File: src/rtl/mux_arb_pkg.sv
// ---------------------------------------------------------------------------
// mux_arb_pkg
//   Shared definitions for the arbitrated N:1 register-slice multiplexer.
//   - MODE_RR / MODE_FIXED : arbitration mode encodings.
//   - ch_w()               : width of a channel index, never less than 1.
// ---------------------------------------------------------------------------
package mux_arb_pkg;

    localparam int MODE_RR    = 0;  // round-robin from a rotating pointer
    localparam int MODE_FIXED = 1;  // fixed priority, lowest index wins

    // A single channel still needs a 1-bit index port.
    function automatic int ch_w(input int num_ch);
        return (num_ch <= 1) ? 1 : $clog2(num_ch);
    endfunction

endpackage

File: src/rtl/rr_pick.sv
// ---------------------------------------------------------------------------
// rr_pick
//   Purely combinational winner selection.
//   Searches channels starting at 'ptr' (or at 0 in fixed-priority mode),
//   wrapping past NUM_CH-1 back to 0; the first asserted request wins.
//
//   Ports
//     req   [NUM_CH-1:0] in  : request vector, bit i = channel i
//     ptr   [CH_W-1:0]   in  : round-robin search start
//     mode               in  : 0 = round-robin, 1 = fixed priority
//     grant [NUM_CH-1:0] out : one-hot winner, zero when no request
//     index [CH_W-1:0]   out : binary index of the winner (0 when none)
// ---------------------------------------------------------------------------
module rr_pick
    import mux_arb_pkg::*;
#(
    parameter int NUM_CH = 5,
    parameter int CH_W   = 3
)(
    input  logic [NUM_CH-1:0] req,
    input  logic [CH_W-1:0]   ptr,
    input  logic              mode,
    output logic [NUM_CH-1:0] grant,
    output logic [CH_W-1:0]   index
);

    always_comb begin
        int   start;
        int   c;
        logic found;
        // NOTE: every output and temporary gets a default before any
        // conditional assignment, so no path can leave a value held (latch).
        grant = '0;
        index = '0;
        found = 1'b0;
        c     = 0;
        // Out-of-range pointers cannot occur, but clamping keeps every
        // index below NUM_CH for any CH_W/NUM_CH combination.
        start = (mode || int'(ptr) >= NUM_CH) ? 0 : int'(ptr);
        for (int k = 0; k < NUM_CH; k++) begin
            c = start + k;
            if (c >= NUM_CH) begin
                c = c - NUM_CH;
            end
            if (!found && req[c]) begin
                found    = 1'b1;
                grant[c] = 1'b1;
                index    = CH_W'(c);
            end
        end
    end

endmodule

File: src/rtl/mux_arb_rr.sv
// ---------------------------------------------------------------------------
// mux_arb_rr
//   NUM_CH-input arbitrated multiplexer feeding a single output register
//   slice with valid/ready handshakes on both sides. Latency 1, one word per
//   cycle sustained; the register may drain and reload in the same cycle.
//
//   Ports
//     clk, rst                   : clock, asynchronous active-high reset
//     in_valid  [NUM_CH-1:0]     : per-channel request
//     in_data   [NUM_CH*WIDTH-1:0]: channel i at [i*WIDTH +: WIDTH]
//     in_ready  [NUM_CH-1:0]     : combinational accept, one-hot or zero
//     out_valid                  : output register holds a word
//     out_ready                  : downstream accepts the word
//     out_data  [WIDTH-1:0]      : registered selected word
//     out_ch    [CH_W-1:0]       : channel that supplied out_data
// ---------------------------------------------------------------------------
module mux_arb_rr
    import mux_arb_pkg::*;
#(
    parameter int WIDTH  = 4,
    parameter int NUM_CH = 5,
    parameter int MODE   = MODE_RR
)(
    input  logic                      clk,
    input  logic                      rst,
    input  logic [NUM_CH-1:0]         in_valid,
    input  logic [NUM_CH*WIDTH-1:0]   in_data,
    output logic [NUM_CH-1:0]         in_ready,
    output logic                      out_valid,
    input  logic                      out_ready,
    output logic [WIDTH-1:0]          out_data,
    output logic [ch_w(NUM_CH)-1:0]   out_ch
);

    localparam int              CH_W    = ch_w(NUM_CH);
    localparam logic [CH_W-1:0] LAST_CH = CH_W'(NUM_CH - 1);

    logic              valid_q, valid_d;
    logic [WIDTH-1:0]  data_q,  data_d;
    logic [CH_W-1:0]   ch_q,    ch_d;
    logic [CH_W-1:0]   ptr_q,   ptr_d;

    logic              free;
    logic              take;
    logic [NUM_CH-1:0] req;
    logic [NUM_CH-1:0] grant;
    logic [CH_W-1:0]   pick_idx;
    logic [WIDTH-1:0]  sel_data;

    // The slice can load when empty or when its word leaves this cycle.
    // Requests are masked off entirely while full-and-stalled or in reset,
    // so in_ready stays zero and input changes cannot disturb state.
    assign free = !valid_q || out_ready;
    assign req  = (free && !rst) ? in_valid : '0;

    rr_pick #(
        .NUM_CH (NUM_CH),
        .CH_W   (CH_W)
    ) u_pick (
        .req   (req),
        .ptr   (ptr_q),
        .mode  (MODE == MODE_FIXED),
        .grant (grant),
        .index (pick_idx)
    );

    assign in_ready = grant;
    assign take     = |grant;

    // AND-OR mux: grant is one-hot or zero, so at most one term survives.
    always_comb begin
        sel_data = '0;
        for (int i = 0; i < NUM_CH; i++) begin
            sel_data = sel_data | (in_data[i*WIDTH +: WIDTH] & {WIDTH{grant[i]}});
        end
    end

    always_comb begin
        valid_d = valid_q;
        data_d  = data_q;
        ch_d    = ch_q;
        ptr_d   = ptr_q;
        if (free) begin
            valid_d = take;
        end
        if (take) begin
            data_d = sel_data;
            ch_d   = pick_idx;
        end
        // Round-robin restarts the search just after the last winner.
        if (MODE == MODE_FIXED) begin
            ptr_d = '0;
        end else if (take) begin
            ptr_d = (pick_idx == LAST_CH) ? '0 : pick_idx + 1'b1;
        end
    end

    // NOTE: sequential state is written with non-blocking assignments so
    // every register samples the pre-edge values of its neighbours.
    always_ff @(posedge clk or posedge rst) begin
        if (rst) begin
            valid_q <= 1'b0;
            data_q  <= '0;
            ch_q    <= '0;
            ptr_q   <= '0;
        end else begin
            valid_q <= valid_d;
            data_q  <= data_d;
            ch_q    <= ch_d;
            ptr_q   <= ptr_d;
        end
    end

    assign out_valid = valid_q;
    assign out_data  = data_q;
    assign out_ch    = ch_q;

endmodule

File: config.mk
export PLATFORM = sky130hd
export DESIGN_NAME = mux_arb_rr
export DESIGN_NICKNAME = d
export VERILOG_FILES = /design/src/rtl/mux_arb_pkg.sv /design/src/rtl/rr_pick.sv /design/src/rtl/mux_arb_rr.sv
export SDC_FILE = /design/constraint.sdc
export NUM_CORES = 1
export LEC_CHECK = 0
export ABC_CLOCK_PERIOD_IN_PS = 4800
export BUFFER_PORTS_ARGS = -buffer_cell sky130_fd_sc_hd__buf_2
export CAP_MARGIN = 5
export CORE_UTILIZATION = 57
export DETAILED_ROUTE_END_ITERATION = 10
export PLACE_DENSITY_LB_ADDON = 0.15
export SLEW_MARGIN = 25
export SYNTH_ARGS = -nofsm -noshare
export SYNTH_HDL_FRONTEND = slang
export SYNTH_SLANG_ARGS = --single-unit
File: constraint.sdc
create_clock -name clk -period 4.8 [get_ports clk]
set_input_delay 0.72 -clock clk [delete_from_list [all_inputs] [get_ports clk]]
set_output_delay 0.72 -clock clk [all_outputs]
set_load 0.005 [all_outputs]
==> implementation parameters, run 1 <==
Parameter                              Value

Layout
  N_diodes    0
  Synth-to-Final Area Change    22.1%
  Fraction of final layout cells sized beyond drive strength 1    0.309
  Core Util, Final    0.740
  Area of all placed cells without fillers    2770 um^2
  Post-layout instance count excluding filler cells    398
  Count of nets after finishing    398

CTS
  CTS root buf    clkbuf_8
  Clock insertion delay at the later pin of the skew report    0.25 ns
  Clock sink count    11
  Clock slew seen by the registers of the worst setup and hold paths    0.05 ns
  CTS tree    done
  H-Tree Level Count    1
  Bufs on Longest Clock Path    2
  Number of CTS-inserted buffers    3

Global route
  Combined global-route utilization of all metal layers    0.363
  Global route total overflow    0
  Via count of the first global-routing pass    2385
  Maximum number of pins on one net before global-route repair    14
  Initial antenna violation count    0
  Wire length of the first global-routing pass    11700 um

STA
  Slew at the pin closest to its max-slew limit    0.596 ns
  Final number of setup-violating endpoints    0
  Final hold violation count    0
  Time the final worst path needs with I/O delays and setup    4.63 ns
  Final max-slew violation count    0
  Slew headroom    0.603
  Maximum achievable frequency    216 MHz
  Post-Route Hold Slack    0.468 ns
  Maximum clock skew at final layout    0.00573 ns
  Period utilisation layout    0.964

Floorplanning
  Overall die area    4240 um^2
  Overall die width    65.1 um
  Core region area    3740 um^2
  Die height    65.1 um
  Effective utilization at floorplan    0.606
  Top-Level Pins    41
  Number of placement rows    22

Worst hold path
  Type of the tightest min-delay check    flop to flop
  Number of stages on the worst hold path    1

Setup path
  Maximum fanout encountered on the critical timing path    8
  Required @ worst endpoint    4.08 ns
  Setup crit end kind    output pin
  Startpoint-to-endpoint class of the critical path    flop to output pin
  Sort of element at the start of the critical path    flop
  CP Data Arrival Time    3.91 ns
  Cells on worst reg2reg path    16

Placement
  Placed inst area    2640 um^2
  Placed insts    392
  Final HPWL DP    5940 um
  Routability congestion estimate    1.01
  Buffers on Ports    40

Status
  Run status    completed

Logic synthesis
  Number of distinct library cells after synthesis    69
  Synthesized area per cell    7.75 um^2
  Synth Flop Type    dfrtp_1
  Number of cells produced by synthesis    293
  Syn_nets    340
  Sequential fraction of the synthesis area    0.121
  Cell accounting for the most synthesized area    dfrtp_1
  Proportion of netlist area held by the largest area contributor    0.121
  Cells taking the most area after synthesis    dfrtp_1 (12%), ha_1 (9.9%), nand2_1 (4.8%)
  Post-synth design cell area    2270 um^2
  Post-synth EDFFs    0
  Yosys warning total    0
  Number of synthesized register bits    11
  Async set or reset register ratio after synthesis    1.00

Routing
  Average via count per standard cell    6.45
  Remaining design rule violation count    0
  DRT antenna net count    0
  Total wirelength of the detailed-routed design    7430 um
  Drt first-iter violations    277
  DR WL/cell    18.7 um
  Number of iterations in the first detailed-routing pass    6
  Number of vias after detailed routing    2567

Power
  Total power    0.00261 W
  Static power due to leakage    1.27 nW
  Worst VDD drop    629 uV
  Pwr dens    941 nW/um^2

Run
  Count of maximum capacitance violations    0
synth_stat cells, types with 4 or more instances:
cell / count
a31oi_1: 5
nor3_1: 10
nand2b_1: 14
nor2_1: 17
nand2_1: 29
ha_1: 18
and2_1: 6
o21ai_0: 12
a21oi_1: 13
o211ai_1: 4
mux2_4: 7
buf_2: 10
a222oi_1: 4
inv_1: 14
nor2b_1: 6
dfrtp_1: 11
nand4_1: 5
mux2i_1: 8
nand3_1: 18
where the power goes:
part	leakage, nW	switching (W)	internal, W
combinational	1.11	0.00130	0.00104
clock	0.0228	0.0000377	0.0000586
sequential	0.139	0.0000278	0.000142
total	1.27	0.00137	0.00124
critical path, stage by stage, from the launching register on:
cell and delay (ns):
dfrtp_1 0.39, buf_4 0.17, nand2b_1 0.19, inv_2 0.13, buf_4 0.18, ha_1 0.29, and3b_1 0.31, a211oi_4 0.36
nor3b_1 0.24, o21ai_1 0.08, buf_4 0.16, a2111oi_4 0.46, nand2_1 0.22, o211ai_4 0.31, buf_2 0.17
timing repair:
action,CTS,global route
hold buffers,0,0
pin swaps,0,2
setup buffers,0,1
setup endpoints to repair,1,12
gates resized for setup,3,10
endpoints found under the hold margin,0,0
cloned,0,1
stage by stage:
stage / setup slack [ns] / setup TNS (ns)
floorplan: 0.508 / 0
global placement: 0.296 / 0
detailed placement: 0.168 / 0
CTS: 0.0457 / 0
global route: -0.0153 / -0.0439
finish: 0.170 / 0
final cells by class:
| class | count | area, um^2 |
|---|---|---|
| Clock buffer | 4 | 45.0 |
| Fill cell | 321 | 973 |
| Inverter | 17 | 63.8 |
| Multi-Input combinational cell | 250 | 1910 |
| Sequential cell | 11 | 277 |
| Tap cell | 48 | 60.1 |
| Timing Repair Buffer | 68 | 410 |
cell usage in the layout, fill, tap and decap left out, types with 7 or more instances in the layout:
cell	count
a21oi_1	13
buf_4	28
dfrtp_1	10
o21ai_0	12
nor2_1	17
mux2_4	7
nand3_1	18
nor3_1	9
nand2b_1	13
nand2_1	29
mux2i_1	8
inv_1	14
buf_2	40
ha_1	16
worst paths after layout:
| kind | startpoint | end | slack [ns] |
|---|---|---|---|
| min | out_ch[2] | out_ch[2] | 0.47 |
| min in group asynchronous | rst | out_ch[0] | 0.58 |
| max reg2reg | ptr_q[1] | out_data[2] | 0.25 |
| min reg2reg | out_ch[2] | out_ch[2] | 0.47 |
| max in group asynchronous | rst | ptr_q[2] | 4.05 |
| max | ptr_q[1] | in_ready[1] | 0.17 |
logic make-up (layout without fill, tap and decap cells):
family / Yosys count / count (layout) / synth area share
DFF: 11 / 11 / 0.121
buffers and inverters: 33 / 89 / 0.0700
AOI/OAI and AO/OA: 79 / 80 / 0.280
muxes: 18 / 18 / 0.101
xor gates and xnor gates: 2 / 2 / 0.00772
and+or+nand+nor: 131 / 131 / 0.311
adders and majority gates: 19 / 19 / 0.108
registers in the layout, summed over array words and instances (netlist names):
register and flops:
out_data 4, ptr_q 3, out_ch 3, out_valid 1
layer usage:
layer / share of wire / routed length [um] / global-route usage / vias up
li1: - / - / - / 1212
met1: 0.43 / 3170 / 0.475 / 1192
met2: 0.46 / 3400 / 0.589 / 136
met3: 0.081 / 600 / 0.0764 / 27
met4: 0.034 / 252 / 0.125 / 0
met5: 0 / 0 / 0 / -
Power figures use the tool's default switching activity.
==> run 2: changes to the inputs <==
ABC_CLOCK_PERIOD_IN_PS = 4600   (was 4800)
clock period = 4.6 ns   (was 4.8 ns; I/O delays follow)
==> implementation parameters, run 2 (synthesis results as in run 1) <==
Parameter                              Value

Routing
  Average via count per standard cell    6.45
  Number of iterations in the first detailed-routing pass    7
  Number of vias after detailed routing    2612
  Drt first-iter violations    332
  Remaining design rule violation count    0
  Total wirelength of the detailed-routed design    7310 um
  DRT antenna net count    0
  DR WL/cell    18.0 um

Placement
  Buffers on Ports    40
  Final HPWL DP    5830 um
  Routability congestion estimate    0.985
  Worst setup timing slack at the placement stage    0.141 ns

Floorplanning
  Overall die area    4240 um^2
  Effective utilization at floorplan    0.606
  Die height    65.1 um
  Overall die width    65.1 um
  Top-Level Pins    41
  Number of placement rows    22
  Core region area    3740 um^2

Global route
  Via count of the first global-routing pass    2471
  Initial antenna violation count    0
  Maximum number of pins on one net before global-route repair    13
  Combined global-route utilization of all metal layers    0.363
  Wire length of the first global-routing pass    11800 um
  Global route total overflow    0

CTS
  Clock sink count    11
  Clock slew seen by the registers of the worst setup and hold paths    0.05 ns
  H-Tree Level Count    1
  Bufs on Longest Clock Path    2
  Number of CTS-inserted buffers    3
  Clock insertion delay at the later pin of the skew report    0.24 ns
  CTS tree    done
  CTS Hold Buffers Added    0
  CTS root buf    clkbuf_8

Layout
  N_diodes    0
  Synth-to-Final Area Change    24.0%
  Commonest cells after routing, fill and taps aside    buf_2 (40), buf_4 (36), nand2_1 (29)
  Count of nets after finishing    405
  Core Util, Final    0.752
  Max FFs per register    4
  Most common library cell in the layout ignoring fill and taps    buf_2
  Fraction of final layout cells sized beyond drive strength 1    0.331

STA
  Slew at the pin closest to its max-slew limit    0.514 ns
  Final max-slew violation count    0
  Setup Total Neg Slack    0 ns
  Final number of setup-violating endpoints    0
  Slew headroom    0.654
  Final hold violation count    0
  Maximum achievable frequency    227 MHz
  Setup repair after global routing missed its margin    no
  Maximum clock skew at final layout    0.00267 ns
  Period utilisation layout    0.959
  Time the final worst path needs with I/O delays and setup    4.41 ns
  Setup WS post-layout    0.189 ns

Setup path
  Sort of element at the start of the critical path    flop
  Startpoint-to-endpoint class of the critical path    flop to output pin
  Cells along the critical path    nand2b_1, or2_4, buf_4, fa_1, nand2_1, and2_1, nor3b_1, o21ai_2, a2111oi_4, buf_4, nand2_1, o211ai_2, buf_2
  Required @ worst endpoint    3.91 ns
  Crit-path slowest cell    fa_1
  Maximum fanout encountered on the critical timing path    7
  CP Data Arrival Time    3.72 ns
  Largest delay contributor family on the critical path    simple AND/OR/NAND/NOR gates
  Largest stage delay, worst path    0.57 ns
  Setup crit end kind    output pin
  Critical path buffer and inverter count    3

Status
  Run status    completed

Worst hold path
  Type of the tightest min-delay check    flop to flop

Run
  Count of maximum capacitance violations    0
## run 2: cell types whose count changed in the layout (fill, tap and decap cells not counted), sizes merged
cell	delta
a211oi	-1
buf	+8
## run 2: path summary, 6_finish.rpt
check | from | to | slack (ns) | depth (start not counted)
max | ptr_q[1] | in_ready[1] | 0.19 | 13
min | out_ch[2] | out_ch[2] | 0.48 | 1
max reg2reg | ptr_q[2] | ptr_q[2] | 0.38 | 15
min reg2reg | out_ch[2] | out_ch[2] | 0.48 | 1
max in group asynchronous | rst | ptr_q[2] | 3.86 | 3
min in group asynchronous | rst | out_valid | 0.57 | 3
## run 2: repair_timing
item,in CTS,in global routing
setup endpoints to repair,5,6
pin swaps,1,1
setup buffers,2,1
resized for setup,1,15
cloned,0,0
## run 2: routing by layer
layer	GRT usage	wire length [um]
met3	0.0816	600
met4	0.106	193
met5	0	0
met1	0.481	3180
met2	0.589	3340
## run 2: worst register-to-register path, stage by stage (launching register included)
cell and delay (ns):
dfrtp_2 0.44, nand2b_2 0.27, buf_4 0.19, ha_2 0.42, nand2_2 0.13, a211oi_4 0.36
mux2i_1 0.32, a22o_1 0.35, a2111oi_4 0.11, buf_4 0.17, a221oi_1 0.33, o21a_1 0.22
inv_1 0.05, ha_1 0.19, mux2_2 0.27, mux2_4 0.27
## run 2: cell type report
class	instances	area, um^2
inverter	17	66.3
fill	312	928
clock buffer	4	45.0
multi-input combinational	249	1900
tap	48	60.1
timing repair buffer	76	470
sequential	11	277
## run 2: per-stage QoR
step / std cells / cell area (um^2) / hold slack, ns
floorplan: 293 / 2270 / 0.474
global placement: 398 / 2680 / 0.455
detailed placement: 398 / 2680 / 0.476
CTS: 404 / 2750 / 0.484
global route: 405 / 2820 / 0.520
finish: 405 / 2820 / 0.481
Power of run 2 is left out: the tool's default activity adds up to more than one toggle a clock period on the data nets, which glitch-free logic cannot reach.
